## config.mk

```make
export PLATFORM = sky130hd
export DESIGN_NAME = fios_dsp_word_mul_seq
export DESIGN_NICKNAME = d
export VERILOG_FILES = /design/src/rtl/fios_dsp_pkg.sv /design/src/rtl/fios_dsp_delay_line.sv /design/src/rtl/fios_dsp_word_mul_seq.sv
export SDC_FILE = /design/constraint.sdc
export NUM_CORES = 1
export LEC_CHECK = 0
export CORE_ASPECT_RATIO = 0.6
export CORE_MARGIN = 5
export CORE_UTILIZATION = 42
export CTS_CLUSTER_DIAMETER = 150
export DETAILED_ROUTE_END_ITERATION = 12
export DONT_BUFFER_PORTS = 1
export MAX_ROUTING_LAYER = met4
export SYNTH_ARGS = -nofsm -noshare
export SYNTH_HDL_FRONTEND = slang
export SYNTH_HIERARCHICAL = 1
export SYNTH_SLANG_ARGS = --single-unit
```

## constraint.sdc

```tcl
create_clock -name clock_i -period 1.78 [get_ports clock_i]
set_clock_uncertainty 0.2 [all_clocks]
set_input_delay 0.356 -clock clock_i [delete_from_list [all_inputs] [get_ports clock_i]]
set_output_delay 0.356 -clock clock_i [all_outputs]
set_load 0.1 [all_outputs]
```

## src/rtl/fios_dsp_pkg.sv

```systemverilog
// Shared word width, DSP48 OPMODE codes and pipeline tag for the FIOS word multiplier.
package fios_dsp_pkg;

  localparam int unsigned W  = 17;
  localparam int unsigned PW = 2 * W;

  // OPMODE = {Z[6:4], Y[3:2], X[1:0]}
  localparam logic [6:0] OP_MUL_C  = 7'b0110101;
  localparam logic [6:0] OP_MUL_CY = 7'b1100101;
  localparam logic [6:0] OP_HOLD   = 7'b0100000;
  localparam logic [6:0] OP_FLUSH  = 7'b1100000;
  localparam logic [6:0] OP_IDLE   = 7'b0000000;

  typedef struct packed {
    logic valid;
    logic last;
  } tag_t;

  localparam int unsigned TAG_W = $bits(tag_t);

endpackage

```

## src/rtl/fios_dsp_delay_line.sv

```systemverilog
// Fixed-depth register pipeline with async reset; depth 0 is a wire.
module fios_dsp_delay_line #(
  parameter int unsigned DEPTH = 1,
  parameter int unsigned WIDTH = 1
) (
  input  logic             clk,
  input  logic             rst_n,
  input  logic [WIDTH-1:0] d_i,
  output logic [WIDTH-1:0] q_o
);

  if (DEPTH == 0) begin : g_pass
    assign q_o = d_i;
  end else begin : g_shift
    logic [WIDTH-1:0] sr_q [DEPTH];
    logic [WIDTH-1:0] sr_d [DEPTH];

    always_comb begin
      sr_d[0] = d_i;
      for (int unsigned k = 1; k < DEPTH; k++) begin
        sr_d[k] = sr_q[k-1];
      end
    end

    always_ff @(posedge clk or negedge rst_n) begin
      if (!rst_n) begin
        for (int unsigned k = 0; k < DEPTH; k++) begin
          sr_q[k] <= '0;
        end
      end else begin
        sr_q <= sr_d;
      end
    end

    assign q_o = sr_q[DEPTH-1];
  end

endmodule

```

## src/rtl/fios_dsp_word_mul_seq.sv

```systemverilog
// Drives one 17x17 DSP48 slice to compute R = x*Y + t over S streamed Y words,
// aligning OPMODE/C/tag to the slice pipeline and collecting S+1 result words.
module fios_dsp_word_mul_seq
  import fios_dsp_pkg::*;
#(
  parameter int unsigned S     = 16,
  parameter int unsigned ABREG = 1,
  parameter int unsigned MREG  = 1,
  parameter int unsigned CREG  = 1
) (
  input  logic          clock_i,
  input  logic          reset_n_i,
  input  logic          start_i,
  input  logic [16:0]   x_i,
  input  logic [16:0]   t_i,
  input  logic          y_valid_i,
  input  logic [16:0]   y_i,
  output logic          y_ready_o,
  output logic [16:0]   dsp_A_o,
  output logic [16:0]   dsp_B_o,
  output logic [33:0]   dsp_C_o,
  output logic          dsp_CREG_en_o,
  output logic [6:0]    dsp_OPMODE_o,
  input  logic [33:0]   dsp_P_i,
  output logic          r_valid_o,
  output logic [16:0]   r_o,
  output logic          r_last_o,
  output logic          busy_o,
  output logic          done_o
);

  localparam int unsigned LAT    = 1 + ABREG + MREG;
  localparam int unsigned OP_DLY = ABREG + MREG - 1;
  localparam int unsigned C_DLY  = ABREG + MREG - CREG;
  localparam int unsigned JW     = (S > 1) ? $clog2(S) : 1;

  localparam logic [1:0] ST_IDLE  = 2'd0;
  localparam logic [1:0] ST_RUN   = 2'd1;
  localparam logic [1:0] ST_FLUSH = 2'd2;
  localparam logic [1:0] ST_DRAIN = 2'd3;

  logic [1:0]    state_q, state_d;
  logic [JW-1:0] j_q, j_d;
  logic [W-1:0]  x_q, x_d;
  logic [W-1:0]  t_q, t_d;
  logic          y_ready_q, y_ready_d;
  logic          busy_q, busy_d;
  logic          done_q, done_d;
  logic [W-1:0]  a_q, a_d;
  logic [W-1:0]  b_q, b_d;
  logic [6:0]    op_q, op_d;
  logic [PW-1:0] c_q, c_d;
  logic          cen_q, cen_d;
  tag_t          tag_q, tag_d;
  logic          r_valid_q, r_valid_d;
  logic [W-1:0]  r_q, r_d;
  logic          r_last_q, r_last_d;

  logic [6:0]    op_dly;
  logic [PW:0]   c_dly;
  tag_t          tag_p;
  logic          accept;
  logic          unused_p_hi;

  // Upper P bits are the carry, consumed inside the slice via the P>>17 path.
  assign unused_p_hi = ^dsp_P_i[PW-1:W];
  assign accept      = y_valid_i & y_ready_q;

  // Sequencer: issue one slice op per cycle and track result drain
  always_comb begin
    state_d   = state_q;
    j_d       = j_q;
    x_d       = x_q;
    t_d       = t_q;
    busy_d    = busy_q;
    a_d       = '0;
    b_d       = '0;
    op_d      = OP_IDLE;
    c_d       = '0;
    cen_d     = 1'b0;
    tag_d     = '0;

    case (state_q)
      ST_IDLE: begin
        if (start_i) begin
          x_d     = x_i;
          t_d     = t_i;
          j_d     = '0;
          busy_d  = 1'b1;
          state_d = ST_RUN;
        end
      end
      ST_RUN: begin
        if (accept) begin
          a_d         = x_q;
          b_d         = y_i;
          tag_d.valid = 1'b1;
          if (j_q == '0) begin
            op_d  = OP_MUL_C;
            c_d   = {{W{1'b0}}, t_q};
            cen_d = 1'b1;
          end else begin
            op_d  = OP_MUL_CY;
          end
          if (j_q == JW'(S - 1)) begin
            state_d = ST_FLUSH;
          end else begin
            j_d = j_q + JW'(1);
          end
        end else begin
          // Bubble: P holds, so the pending carry survives any gap length
          op_d = OP_HOLD;
        end
      end
      ST_FLUSH: begin
        op_d        = OP_FLUSH;
        tag_d.valid = 1'b1;
        tag_d.last  = 1'b1;
        state_d     = ST_DRAIN;
      end
      ST_DRAIN: begin
        if (r_last_q) begin
          busy_d  = 1'b0;
          state_d = ST_IDLE;
        end
      end
      default: state_d = ST_IDLE;
    endcase

    y_ready_d = (state_d == ST_RUN);
    r_valid_d = tag_p.valid;
    r_d       = dsp_P_i[W-1:0];
    r_last_d  = tag_p.last;
    done_d    = r_last_q;
  end

  always_ff @(posedge clock_i or negedge reset_n_i) begin
    if (!reset_n_i) begin
      state_q   <= ST_IDLE;
      j_q       <= '0;
      x_q       <= '0;
      t_q       <= '0;
      y_ready_q <= 1'b0;
      busy_q    <= 1'b0;
      done_q    <= 1'b0;
      a_q       <= '0;
      b_q       <= '0;
      op_q      <= OP_IDLE;
      c_q       <= '0;
      cen_q     <= 1'b0;
      tag_q     <= '0;
      r_valid_q <= 1'b0;
      r_q       <= '0;
      r_last_q  <= 1'b0;
    end else begin
      state_q   <= state_d;
      j_q       <= j_d;
      x_q       <= x_d;
      t_q       <= t_d;
      y_ready_q <= y_ready_d;
      busy_q    <= busy_d;
      done_q    <= done_d;
      a_q       <= a_d;
      b_q       <= b_d;
      op_q      <= op_d;
      c_q       <= c_d;
      cen_q     <= cen_d;
      tag_q     <= tag_d;
      r_valid_q <= r_valid_d;
      r_q       <= r_d;
      r_last_q  <= r_last_d;
    end
  end

  // Align OPMODE, C and the result tag to the slice's internal register depths
  fios_dsp_delay_line #(.DEPTH(OP_DLY), .WIDTH(7)) u_op_dly (
    .clk   (clock_i),
    .rst_n (reset_n_i),
    .d_i   (op_q),
    .q_o   (op_dly)
  );

  fios_dsp_delay_line #(.DEPTH(C_DLY), .WIDTH(PW + 1)) u_c_dly (
    .clk   (clock_i),
    .rst_n (reset_n_i),
    .d_i   ({cen_q, c_q}),
    .q_o   (c_dly)
  );

  fios_dsp_delay_line #(.DEPTH(LAT), .WIDTH(TAG_W)) u_tag_dly (
    .clk   (clock_i),
    .rst_n (reset_n_i),
    .d_i   (tag_q),
    .q_o   (tag_p)
  );

  assign y_ready_o     = y_ready_q;
  assign dsp_A_o       = a_q;
  assign dsp_B_o       = b_q;
  assign dsp_OPMODE_o  = op_dly;
  assign dsp_CREG_en_o = c_dly[PW];
  assign dsp_C_o       = c_dly[PW-1:0];
  assign r_valid_o     = r_valid_q;
  assign r_o           = r_q;
  assign r_last_o      = r_last_q;
  assign busy_o        = busy_q;
  assign done_o        = done_q;

endmodule

```

==> impl_metrics.py, run 1 <==
metrics = {
    "sta": {
        "finalWorstSetupSlack_ps": -4.80,
        "hold-worst-slack_ps": -568,
        "rsz0062_at_grt": "true",
        "finalHoldViolCount": 168,
        "drv_slew": 0,
        "setup_viol": 1,
        "post-route-min-period_ps": 1780,
        "max_freq_ghz": 0.560,
        "period_share_pct": 100,
    },
    "global_route": {
        "grt.met1_usage_pct": 20.1,
        "grt_max_degree": 169,
        "antenna_found_initial": 0,
        "use_met3_pct": 5.07,
        "overflow": 0,
        "grt_util_all_layers_pct": 16.0,
        "grt_pass1_wl_um": 18300,
        "busiest_layer": "met2",
        "grt_pass1_vias": 3456,
        "met2_usage_pct": 24.6,
    },
    "synthesis": {
        "synth_simple_gate_area_share_pct": 8.77,
        "synth_top_family_by_area": "simple AND/OR/NAND/NOR gates",
        "avgSynthCellArea_um2": 16.6,
        "yosys_register_bits": 168,
        "synth_compound_area_share_pct": 2.34,
        "syn_inst": 322,
        "ys_warn_count": 6,
        "ys_seq_area_share_pct": 78.6,
        "syn_area_um2": 5350,
        "synth_fa_ha_area_share_pct": 1.64,
        "ys_types": 32,
        "synthXorXnorAreaFrac_pct": 0,
        "muxShareOfSynthArea_pct": 7.16,
    },
    "place": {
        "io_buffer_count": 0,
        "hpwl_um": 7030,
        "place.gp.congestion": 0.836,
        "dp_cells": 607,
    },
    "route": {
        "ant_nets": 0,
        "first_pass_iters": 4,
        "drc": 0,
        "viasPerCell": 4.43,
        "via_count": 3157,
        "wirelength_um": 11300,
        "routedWlPerCell_um": 15.9,
        "first_iter_violations": 118,
    },
    "outcome": {
        "failed_checks": "negative hold slack, negative setup slack",
        "status": "finished with violations",
    },
    "die": {
        "die_y_um": 97.4,
        "start_util_pct": 43.6,
        "coreArea_um2": 12300,
        "row_count": 31,
        "die-area_um2": 15200,
        "ios": 187,
        "die_x_um": 156,
    },
    "hold_path": {
        "min_path_type": "primary input to async pin",
    },
    "clock_network": {
        "cts_max_level": 4,
        "clockBufferDepth": 2,
        "cts.sinks": 168,
        "cts_root_buf": "clkbuf_16",
        "insertion_delay_ps": 410,
        "cts.clk_slew.worst_paths_ps": 70,
        "cts_buffers": 17,
        "cts_tree": "built",
    },
    "final_layout": {
        "postLayoutCoreUtil_pct": 63.6,
        "layout.nets": 630,
        "antenna_cells": 0,
        "instances_no_fill": 712,
        "final_common_cell": "dfrtp_1",
        "drive_gt1_share_pct": 36.2,
        "nFillCells": 918,
        "mostFrequentLayoutCells": "dfrtp_1 (166), buf_4 (112), dlygate4sd3_1 (71)",
        "areaGrowthSynthToFinish_pct": 45.7,
    },
    "critical_path": {
        "setup.worst_path.start_class": "register",
        "endpoint_kind": "register",
        "worstSetupPathType": "register to register",
        "crit_arrival_ps": 1890,
        "path_max_fanout": 3,
        "cp_data_required_time_ps": 1880,
    },
    "pwr": {
        "leakage_uw": 0.00384,
        "p_per_area_nw_per_um2": 1730,
        "finalPower_uw": 13500,
        "ir_worst_vdd_mv": 0.915,
    },
    "run": {
        "drv_cap": 0,
    },
}
-- flip-flops by register name (all words and copies together) (netlist names), 7 cells and up --
register and cells:
x_q 17, u_c_dly/q_o 35, dsp_B_o 17, t_q 17
c_q 17, u_op_dly/q_o 7, dsp_A_o 17, r_o 17
-- path summary, 6_finish.rpt --
path	start	to	slack [ps]	cells past startpoint
max in group asynchronous	reset_n_i	y_ready_o$_DFF_PN0_	1770	0
max reg2reg	state_q[0]$_DFF_PN0_	y_ready_o$_DFF_PN0_	-5	6
min	reset_n_i	u_c_dly/q_o[10]$_DFF_PN0_	-570	0
min reg2reg	c_q[3]$_DFF_PN0_	u_c_dly/q_o[3]$_DFF_PN0_	140	0
min in group clock_i	c_q[3]$_DFF_PN0_	u_c_dly/q_o[3]$_DFF_PN0_	140	0
max	state_q[0]$_DFF_PN0_	y_ready_o$_DFF_PN0_	-5	6
-- metrics by stage --
step / TNS (ps) / instance area, um2 / setup slack (ps)
after floorplan: -84.7 / 5430 / -84.7
after global placement: -28.8 / 6430 / -28.8
after detailed placement: -62.9 / 6430 / -62.9
after CTS: 0 / 7750 / 11.3
after global routing: -707 / 7790 / -72.8
final: -4.80 / 7790 / -4.80
-- synth_stat cells (all sizes together) --
cell / number / share of area [%]
o31ai: 1 / 0.14
and2: 52 / 6.1
buf: 8 / 0.98
nand2: 11 / 0.77
o311ai: 1 / 0.16
o41ai: 1 / 0.16
o211ai: 1 / 0.14
inv: 4 / 0.28
ha: 7 / 1.6
clkbuf: 2 / 0.14
or4: 1 / 0.14
conb: 1 / 0.070
and3: 3 / 0.44
nor3: 1 / 0.093
nand3: 1 / 0.093
nor2b: 3 / 0.35
mux2: 34 / 7.2
o21a: 2 / 0.28
nor2: 2 / 0.14
a41oi: 1 / 0.16
a22o: 2 / 0.35
nand4: 1 / 0.12
or3b: 1 / 0.16
nand2b: 1 / 0.12
o21ai: 7 / 0.66
dfrtp: 168 / 79
a21oi: 3 / 0.28
nor3b: 1 / 0.14
nor4: 1 / 0.12
-- layout make-up --
type,count,area [um2],area share (%)
Clock inverter,12,128,1.64
Timing Repair Buffer,185,1590,20.4
Clock buffer,20,467,5.99
Tap cell,165,206,2.65
Sequential cell,168,4210,54.0
Inverter,4,15.0,0.193
Multi-Input combinational cell,158,1180,15.1
-- routing by layer --
layer / vias to the layer above / wire length, um
met5: - / 0
met1: 1565 / 4780
li1: 1463 / -
met2: 113 / 5540
met4: 0 / 208
met3: 16 / 777
-- logic make-up after synthesis --
group / after synthesis
buffers and inverters: 14
DFF: 168
and+or+nand+nor: 79
adders and majority gates: 7
other: 1
AOI/OAI and AO/OA: 19
muxes: 34
-- power breakdown --
| group | internal, uW | switching, uW | leakage (uW) |
|---|---|---|---|
| clock | 2080 | 1530 | 0.000291 |
| sequential | 4730 | 336 | 0.00214 |
| combinational | 1410 | 3420 | 0.00140 |
| total | 8210 | 5290 | 0.00384 |
-- worst max-delay path: stages, from the launching register on --
cell and delay [ps]:
dfrtp_1 410, buf_4 160, ha_2 200, nor2b_2 180, nor3b_1 270, o21ai_2 110
nor2b_1 140
-- what timing repair did --
action,4_1_cts,5_1_grt
endpoints found under the hold margin,239,169
setup endpoints to repair,6,57
buffers inserted,2,0
gates resized for setup,8,10
hold buffers,70,1
Power figures use the tool's default switching activity.
==> inputs of run 2 (changes only) <==
- CORE_UTILIZATION: 42 -> 53
- PLACE_DENSITY: unset -> 0.71
==> impl_metrics.py, run 2 (synthesis gave the netlist of run 1 again) <==
metrics = {
    "place": {
        "io_buffer_count": 0,
        "hpwl_um": 6960,
        "placed_cell_area_um2": 6340,
        "place.gp.congestion": 0.809,
    },
    "sta": {
        "max_freq_ghz": 0.573,
        "period_share_pct": 98.0,
        "rsz0062_at_grt": "true",
        "setup_viol": 0,
        "finalHoldViolCount": 168,
        "drv_slew": 0,
        "hold-worst-slack_ps": -565,
        "post-route-min-period_ps": 1740,
    },
    "die": {
        "row_count": 28,
        "start_util_pct": 54.3,
        "die_y_um": 87.8,
        "die-area_um2": 12300,
        "ios": 187,
        "die_x_um": 140,
        "coreArea_um2": 9840,
    },
    "critical_path": {
        "timing.rr.start": "j_q[1]$_DFFE_PN0P_",
        "crit_arrival_ps": 1880,
        "worstSetupPathType": "register to register",
        "worstRegToRegCells": 5,
        "r2r-end": "j_q[0]$_DFFE_PN0P_",
        "endpoint_kind": "register",
        "path_max_fanout": 6,
        "regToRegSetupSlack_ps": 40,
        "cp_data_required_time_ps": 1920,
        "setup.worst_path.start_class": "register",
    },
    "final_layout": {
        "final_common_cell": "dfrtp_1",
        "layout.nets": 624,
        "antenna_cells": 0,
        "largest_reg_flops": 35,
        "final_area_um2": 7770,
        "drive_gt1_share_pct": 35.5,
        "areaGrowthSynthToFinish_pct": 45.3,
        "mostFrequentLayoutCells": "dfrtp_1 (166), buf_4 (107), dlygate4sd3_1 (69)",
    },
    "clock_network": {
        "cts.clk_slew.worst_paths_ps": 70,
        "cts_max_level": 4,
        "ctsHoldBuffers": 69,
        "insertion_delay_ps": 410,
        "cts_buffers": 17,
        "cts_tree": "built",
        "cts_root_buf": "clkbuf_16",
        "clockBufferDepth": 2,
        "cts.sinks": 168,
    },
    "global_route": {
        "grt_pass1_vias": 3515,
        "grt_max_degree": 169,
        "grt_util_all_layers_pct": 21.2,
        "antenna_found_initial": 0,
        "overflow": 0,
        "grt_pass1_wl_um": 19100,
    },
    "route": {
        "drc": 0,
        "first_iter_violations": 153,
        "viasPerCell": 4.76,
        "ant_nets": 0,
        "first_pass_iters": 7,
        "via_count": 3220,
        "wirelength_um": 12000,
        "routedWlPerCell_um": 17.7,
    },
    "pwr": {
        "finalPower_uw": 13800,
        "leakage_uw": 0.00382,
        "ir_worst_vdd_mv": 1.19,
        "p_per_area_nw_per_um2": 1770,
    },
    "run": {
        "drv_cap": 0,
    },
    "outcome": {
        "status": "finished with violations",
        "failed_checks": "negative hold slack",
    },
    "hold_path": {
        "min_path_type": "primary input to async pin",
    },
}
-- run 2: cell types whose count changed in the layout (fill, tap and decap cells not counted), sizes merged --
cell,delta
clkinv,-2
dlygate4sd3,-2
clkbuf,-2
buf,-4
clkinvlp,+2
bufinv,+2
-- run 2: worst max-delay path by stage --
stage / from / end / slack (ps)
2_1_floorplan: y_ready_o$_DFF_PN0_ / j_q[0]$_DFFE_PN0P_ / -80
3_3_place_gp: state_q[1]$_DFF_PN0_ / c_q[4]$_DFF_PN0_ / -50
3_5_place_dp: state_q[0]$_DFF_PN0_ / y_ready_o$_DFF_PN0_ / -110
4_1_cts: state_q[0]$_DFF_PN0_ / y_ready_o$_DFF_PN0_ / -10
5_1_grt: state_q[1]$_DFF_PN0_ / y_ready_o$_DFF_PN0_ / -6
6_report: j_q[1]$_DFFE_PN0P_ / j_q[0]$_DFFE_PN0P_ / 40
-- run 2: layer usage --
metal	GRT usage (%)	up-vias	wire length, um
li1	-	1455	-
met1	25.3	1649	4900
met2	36.2	106	6290
met3	6.11	10	706
met4	5.28	0	89
met5	-	-	0
-- run 2: layout make-up --
type                            instances  area, um2
Multi-Input combinational cell        158       1210
Sequential cell                       168       4210
Tap cell                              135        169
Fill cell                             524       2070
Clock inverter                         14        185
Inverter                                4       15.0
Timing Repair Buffer                  179       1550
Clock buffer                           18        429
-- run 2: what timing repair did --
item,in CTS,in global routing
setup endpoints to repair,54,22
pin swaps,1,2
gates resized for setup,8,18
hold endpoints to repair,237,168
gates cloned,1,0
buffers inserted,1,1
-- run 2: power by group --
part           internal [uW]  total, uW  switching [uW]
sequential              4730       5110             385
combinational           1400       4890            3480
clock                   2250       3790            1540
total                   8380      13800            5410
-- run 2: through the flow --
step | cells | hold slack (ps) | setup slack [ps] | utilization [%] | setup TNS (ps)
final | 676 | -565 | 36.0 | 78.9 | 0
after CTS | 675 | -578 | -10.0 | 78.3 | -10.0
after detailed placement | 572 | -135 | -113 | 64.4 | -3450
after global placement | 572 | -135 | -46.7 | 64.4 | -815
after global routing | 676 | -590 | -6.32 | 78.9 | -6.32
after floorplan | 340 | -140 | -84.7 | - | -84.7
-- run 2: critical path, stage by stage (launching register included) --
cell     delay, ps
dfrtp_1        380
ha_2           210
and3_4         210
or4_1          480
nand2_1         90
a22o_2         130
